**src/rtl/k_alu_arbiter.sv**
```systemverilog
// ---------------------------------------------------------------------------
// k_alu_arbiter
//
// Two-port round-robin arbiter feeding a shared 32-bit ALU through a
// 2-stage pipeline (operand register S1 -> K_ALU_32 -> result register S2).
// Results return on one response channel tagged with the requester ID, and
// per-port completion counters track delivered responses.
//
// Ports:
//   clk, rst                   clock, asynchronous active-high reset
//   reqN_valid / reqN_ready    request handshake for port N (N = 0, 1)
//   reqN_a, reqN_b, reqN_sel   operands and ALU select for port N
//   resp_valid / resp_ready    response handshake (driven from S2)
//   resp_res, resp_id          ALU result and issuing port
//   done_cnt0, done_cnt1       responses delivered per port (wrapping)
//   busy                       any pipeline stage occupied
//
// Also contains K_ALU_32, the combinational 32-bit ALU:
//   a_i, b_i   operands
//   sel_i      operation select
//   res_o      result
// ---------------------------------------------------------------------------

module K_ALU_32 (
    input  logic [31:0] a_i,
    input  logic [31:0] b_i,
    input  logic [3:0]  sel_i,
    output logic [31:0] res_o
);
    always_comb begin
        res_o = 32'd0;
        case (sel_i)
            4'd0:  res_o = a_i + b_i;
            4'd1:  res_o = a_i - b_i;
            4'd2:  res_o = a_i & b_i;
            4'd3:  res_o = a_i | b_i;
            4'd4:  res_o = a_i ^ b_i;
            4'd5:  res_o = ~(a_i | b_i);
            4'd6:  res_o = a_i << b_i[4:0];
            4'd7:  res_o = a_i >> b_i[4:0];
            4'd8:  res_o = $signed(a_i) >>> b_i[4:0];
            4'd9:  res_o = {31'd0, $signed(a_i) < $signed(b_i)};
            4'd10: res_o = {31'd0, a_i < b_i};
            4'd11: res_o = a_i * b_i;
            4'd12: res_o = b_i;
            4'd13: res_o = ~(a_i & b_i);
            4'd14: res_o = ~(a_i ^ b_i);
            default: res_o = 32'd0;
        endcase
    end
endmodule

module k_alu_arbiter #(
    parameter int CNT_W = 16
) (
    input  logic             clk,
    input  logic             rst,
    input  logic             req0_valid,
    output logic             req0_ready,
    input  logic [31:0]      req0_a,
    input  logic [31:0]      req0_b,
    input  logic [3:0]       req0_sel,
    input  logic             req1_valid,
    output logic             req1_ready,
    input  logic [31:0]      req1_a,
    input  logic [31:0]      req1_b,
    input  logic [3:0]       req1_sel,
    output logic             resp_valid,
    input  logic             resp_ready,
    output logic [31:0]      resp_res,
    output logic             resp_id,
    output logic [CNT_W-1:0] done_cnt0,
    output logic [CNT_W-1:0] done_cnt1,
    output logic             busy
);
    // Control state: one valid bit per stage plus the round-robin pointer.
    logic s1_valid_q, s1_valid_d;
    logic s2_valid_q, s2_valid_d;
    logic prio_q, prio_d;

    // Datapath registers.
    logic [31:0] s1_a_q, s1_b_q;
    logic [3:0]  s1_sel_q;
    logic        s1_id_q;
    logic [31:0] s2_res_q;
    logic        s2_id_q;
    logic [CNT_W-1:0] done_cnt_q [2];

    // Combinational control.
    logic        s2_adv, s1_free, consume;
    logic        grant0, grant1;
    logic        accept, acc_id;
    logic [31:0] acc_a, acc_b;
    logic [3:0]  acc_sel;
    logic [31:0] alu_res;

    K_ALU_32 u_alu (
        .a_i   (s1_a_q),
        .b_i   (s1_b_q),
        .sel_i (s1_sel_q),
        .res_o (alu_res)
    );

    // ---------------- state register ----------------
    always_ff @(posedge clk or posedge rst) begin
        if (rst) begin
            s1_valid_q <= 1'b0;
            s2_valid_q <= 1'b0;
            prio_q     <= 1'b0;
        end else begin
            s1_valid_q <= s1_valid_d;
            s2_valid_q <= s2_valid_d;
            prio_q     <= prio_d;
        end
    end

    // ---------------- next-state logic ----------------
    always_comb begin
        s1_valid_d = s1_valid_q;
        s2_valid_d = s2_valid_q;
        prio_d     = prio_q;
        // An accept refills S1 even when S1 drains into S2 on the same edge.
        if (accept)
            s1_valid_d = 1'b1;
        else if (s2_adv)
            s1_valid_d = 1'b0;
        // A new result replacing a consumed one keeps S2 full.
        if (s2_adv)
            s2_valid_d = 1'b1;
        else if (consume)
            s2_valid_d = 1'b0;
        // The port just served loses the next conflict.
        if (accept)
            prio_d = ~acc_id;
    end

    // ---------------- output / control logic ----------------
    always_comb begin
        consume = s2_valid_q & resp_ready;
        s2_adv  = s1_valid_q & (~s2_valid_q | resp_ready);
        s1_free = ~s1_valid_q | s2_adv;
        grant0  = req0_valid & (~req1_valid | ~prio_q);
        grant1  = req1_valid & (~req0_valid |  prio_q);
        req0_ready = grant0 & s1_free;
        req1_ready = grant1 & s1_free;
        accept  = (req0_valid & req0_ready) | (req1_valid & req1_ready);
        acc_id  = req1_valid & req1_ready;
        acc_a   = acc_id ? req1_a   : req0_a;
        acc_b   = acc_id ? req1_b   : req0_b;
        acc_sel = acc_id ? req1_sel : req0_sel;
        busy    = s1_valid_q | s2_valid_q;
    end

    // ---------------- datapath ----------------
    always_ff @(posedge clk or posedge rst) begin
        if (rst) begin
            s1_a_q   <= 32'd0;
            s1_b_q   <= 32'd0;
            s1_sel_q <= 4'd0;
            s1_id_q  <= 1'b0;
        end else if (accept) begin
            s1_a_q   <= acc_a;
            s1_b_q   <= acc_b;
            s1_sel_q <= acc_sel;
            s1_id_q  <= acc_id;
        end
    end

    // S2 only loads on advance, so the response is held stable while stalled.
    always_ff @(posedge clk or posedge rst) begin
        if (rst) begin
            s2_res_q <= 32'd0;
            s2_id_q  <= 1'b0;
        end else if (s2_adv) begin
            s2_res_q <= alu_res;
            s2_id_q  <= s1_id_q;
        end
    end

    // Per-port completion counters, bumped on each delivered response.
    generate
        for (genvar gi = 0; gi < 2; gi++) begin : g_cnt
            localparam logic PORT_ID = 1'(gi);
            always_ff @(posedge clk or posedge rst) begin
                if (rst)
                    done_cnt_q[gi] <= '0;
                else if (consume && (s2_id_q == PORT_ID))
                    done_cnt_q[gi] <= done_cnt_q[gi] + CNT_W'(1);
            end
        end
    endgenerate

    assign resp_valid = s2_valid_q;
    assign resp_res   = s2_res_q;
    assign resp_id    = s2_id_q;
    assign done_cnt0  = done_cnt_q[0];
    assign done_cnt1  = done_cnt_q[1];

endmodule

```
**config.mk**
```make
export PLATFORM = sky130hd
export DESIGN_NAME = k_alu_arbiter
export DESIGN_NICKNAME = d
export VERILOG_FILES = /design/src/rtl/k_alu_arbiter.sv
export SDC_FILE = /design/constraint.sdc
export NUM_CORES = 2
export LEC_CHECK = 0
export CAP_MARGIN = 20
export CORE_AREA = 2 2 224 226
export CTS_CLUSTER_SIZE = 30
export DETAILED_ROUTE_END_ITERATION = 12
export DIE_AREA = 0 0 226 228
export HOLD_SLACK_MARGIN = 0.15
export PLACE_DENSITY = 0.87
export SLEW_MARGIN = 20
export SYNTH_ARGS = -nofsm -noshare
export SYNTH_HDL_FRONTEND = slang
export SYNTH_SLANG_ARGS = --single-unit
```
**constraint.sdc**
```tcl
create_clock -name clk -period 25.2 [get_ports clk]
set_clock_uncertainty 0.2 [all_clocks]
set_input_delay 2.52 -clock clk [delete_from_list [all_inputs] [get_ports clk]]
set_output_delay 2.52 -clock clk [all_outputs]
set_load 0.05 [all_outputs]
```
==> summary.txt <==
STA
  – Worst-Margin Slew: 1.14 ns
  – Headroom to the max-slew limit: 0.239
  – Final min period: 9.36 ns
  – Final setup violation count: 0
  – Unrepaired setup endpoints after global routing: false
  – Slew Limit Fails: 0
  – Hold violation total from the final report: 0
  – Final Worst Setup Slack: between 15 and 20 ns
  – Final period utilization: 0.372
  – TNS Setup: 0 ns
  – Fmax: about 110 MHz

Routing
  – Drc violations: 0
  – Drt total wl: about 140000 um
  – ANT nets after route: 0
  – Wire length per cell: between 30 and 40 um
  – Via density: ~7
  – DR iter-0 viols: 5148
  – Drt first pass iters: 8
  – Via count: ~30000

Placed design
  – GP Congestion: approximately 1.1
  – Worst slack at placement: between 15 and 20 ns
  – Placed cell area: 0.0326 mm^2
  – Post-DP HPWL: around 100000 um
  – Port Buf Inserts: roughly 210

Die
  – Die Y-Extent: 228 um
  – Die width: around 230 um
  – Row cnt: between 80 and 90
  – Core ar.: between 0.04 and 0.05 mm^2
  – Initial Util: 0.610
  – Die area: 0.0515 mm^2
  – IO Pins: between 200 and 250

Logic synthesis
  – Cells after synthesis: between 3000 and 4000
  – Most used DFF post-synth: dfrtp_1
  – Synth Warn #: 0
  – Seq cells post-synth: roughly 140
  – Post-Syn Area: about 0.030 mm^2
  – Asr flop ratio synth: 1.00
  – Yosys cell types: 94
  – Number of synthesized flops with an enable pin: 0
  – Synthesized area per cell: roughly 8.3 um^2
  – Seq/Total Area, Yosys: 0.114
  – Syn Nets: approximately 4400

Critical path
  – CP Class: flop to flop
  – Setup slack, reg-to-reg: 15.84 ns
  – Worst Path Required: 25.37 ns
  – Crit Path Max Fanout: 25
  – Critical Path Source: s1_b_q[3]
  – Critical path capture point type: flop
  – CP Launch Type: flop
  – Crit path DAT: approximately 9.5 ns
  – RR Startpoint: s1_b_q[3]

Clock network
  – Inserted Clock Buffers: 17
  – Clk slew on worst S/H paths: 0.07 ns
  – Clk_lat worst skew: about 0.50 ns
  – CTS tree: yes
  – Hold-fix buffer count after cts: 0
  – # H-tree levels: 4
  – CTS Sinks: roughly 140
  – Post-CTS setup buffer count: 0
  – CTS root buf: clkbuf_16
  – Max clock buf depth: 2
  – PostCTS Resize Cnt: 0

Global routing
  – First-pass GRT wire length: roughly 200000 um
  – Largest net degree at the start of global routing: 81
  – Initial antenna violation count: 5
  – Gr usage total: 0.539
  – Vias in the first global route: just over 30000
  – Global route total overflow: 0

Finish
  – Share of cells above drive strength 1: 0.0570
  – Layout Utilization: 0.673
  – Most frequent cells in the layout: 492 x nor2_1, 469 x inv_1, 410 x fa_1
  – Synth-to-Final Area Change: 10.4%
  – Final net count: around 4500
  – Post-layout instance area: around 0.033 mm^2
  – Most common cell after layout, fill and taps aside: nor2_1

Flow run
  – MaxCap Viol Count: 0

Hold path
  – Min-delay src: resp_res[9]
  – Hold WC Path Type: flop to flop

Outcome
  – Status: finished clean
-- logic make-up after synthesis --
group | synth area share
AO/OA/AOI/OAI | 0.175
XOR/XNOR | 0.0330
adder cells (fa/ha/maj) | 0.365
buffers and inverters | 0.0956
flip-flops | 0.114
multiplexers | 0.0524
AND/OR/NAND/NOR | 0.165
-- state kept, by name, indices dropped and copies added (netlist names), 4 cells and up --
register   flops
done_cnt0     16
done_cnt1     16
resp_res      32
s1_a_q        32
s1_b_q        32
s1_sel_q       4
-- worst max-delay path, cell delays in order (launching register included) --
cell      delay [ns]
dfrtp_2         0.64
inv_1           0.94
buf_4           0.49
nor2_1          0.12
fa_1            0.53
inv_1           0.05
fa_1            0.49
fa_1            0.46
fa_1            0.55
inv_1           0.05
fa_1            0.48
fa_1            0.57
fa_1            0.43
fa_1            0.44
ha_1            0.36
a21o_1          0.18
a21oi_1         0.16
o21ai_0         0.18
or3_1           0.34
o21ai_1         0.61
o221ai_1        0.29
mux2i_1         0.24
o311ai_1        0.12
o31a_1          0.29
-- synthesized netlist by cell type, types with 7 or more instances --
cell         n  area, um^2
a211o_1     10        87.6
nand2b_1    25         156
nor2b_1     21         131
a221o_1     71         711
buf_1       39         146
o211ai_1    29         218
ha_1       222        2780
o22ai_1     17         106
mux2i_1     54         541
xnor2_1     83         727
nor3_1     105         526
o2111ai_1   13         114
a22oi_1     42         315
a221oi_1    22         193
o21bai_1    20         150
o31ai_1     10        75.1
xor2_1      28         245
mux4_2      34         766
a21oi_1    152         761
clkinv_1    13        48.8
dfrtp_1    137        3430
o21ai_0    143         716
nand4_1     12        75.1
nor2_1     493        1850
buf_2       29         145
nand3_1     41         205
fa_1       410        8210
inv_1      470        1760
nor4_1      16         100
o21ai_1     15        75.1
mux2_2      21         236
and3_1       7        43.8
or3_1       11        68.8
o21a_1      11        82.6
o31a_1       8        70.1
nand2_1    390        1460
or2_2       10        62.6
a2111oi_0   14         123
clkbuf_1   175         657
and2_1       7        43.8
o221ai_1    28         245
a211oi_1    34         255
a21o_1      16         120
a31oi_1     13        81.3
-- final timing paths --
check,depth (start not counted),to
setup reg to reg,23,resp_res[30]
hold reg to reg,2,resp_res[9]
max in group asynchronous,3,s1_a_q[7]
min in group asynchronous,2,s1_a_q[23]
setup / recovery,23,resp_res[30]
hold / removal,2,resp_res[9]
-- per-stage QoR --
stage,instances,hold slack (ns)
floorplan,3642,0.246
global placement,4345,0.259
detailed placement,4345,0.270
CTS,4377,0.284
global route,4377,0.301
finish,4381,0.274
-- cell type report --
type,count,area [um^2]
clock buffer,17,425
fill,3982,16100
inverter,486,1830
clock inverter,15,195
multi-input combinational,2765,23800
antenna,4,10.0
sequential,137,3440
timing repair buffer,285,2660
tap,672,841
-- metal layers --
metal | vias to the layer above | GRT usage | routed length (um)
met3 | 838 | 0.219 | 22300
met5 | - | 0 | 38
li1 | 12319 | - | -
met1 | 14688 | 0.687 | 47400
met2 | 2937 | 0.738 | 54600
met4 | 6 | 0.386 | 13400
Power is left out: the tool's default activity adds up to more than one toggle a clock period on the data nets, which glitch-free logic cannot reach.
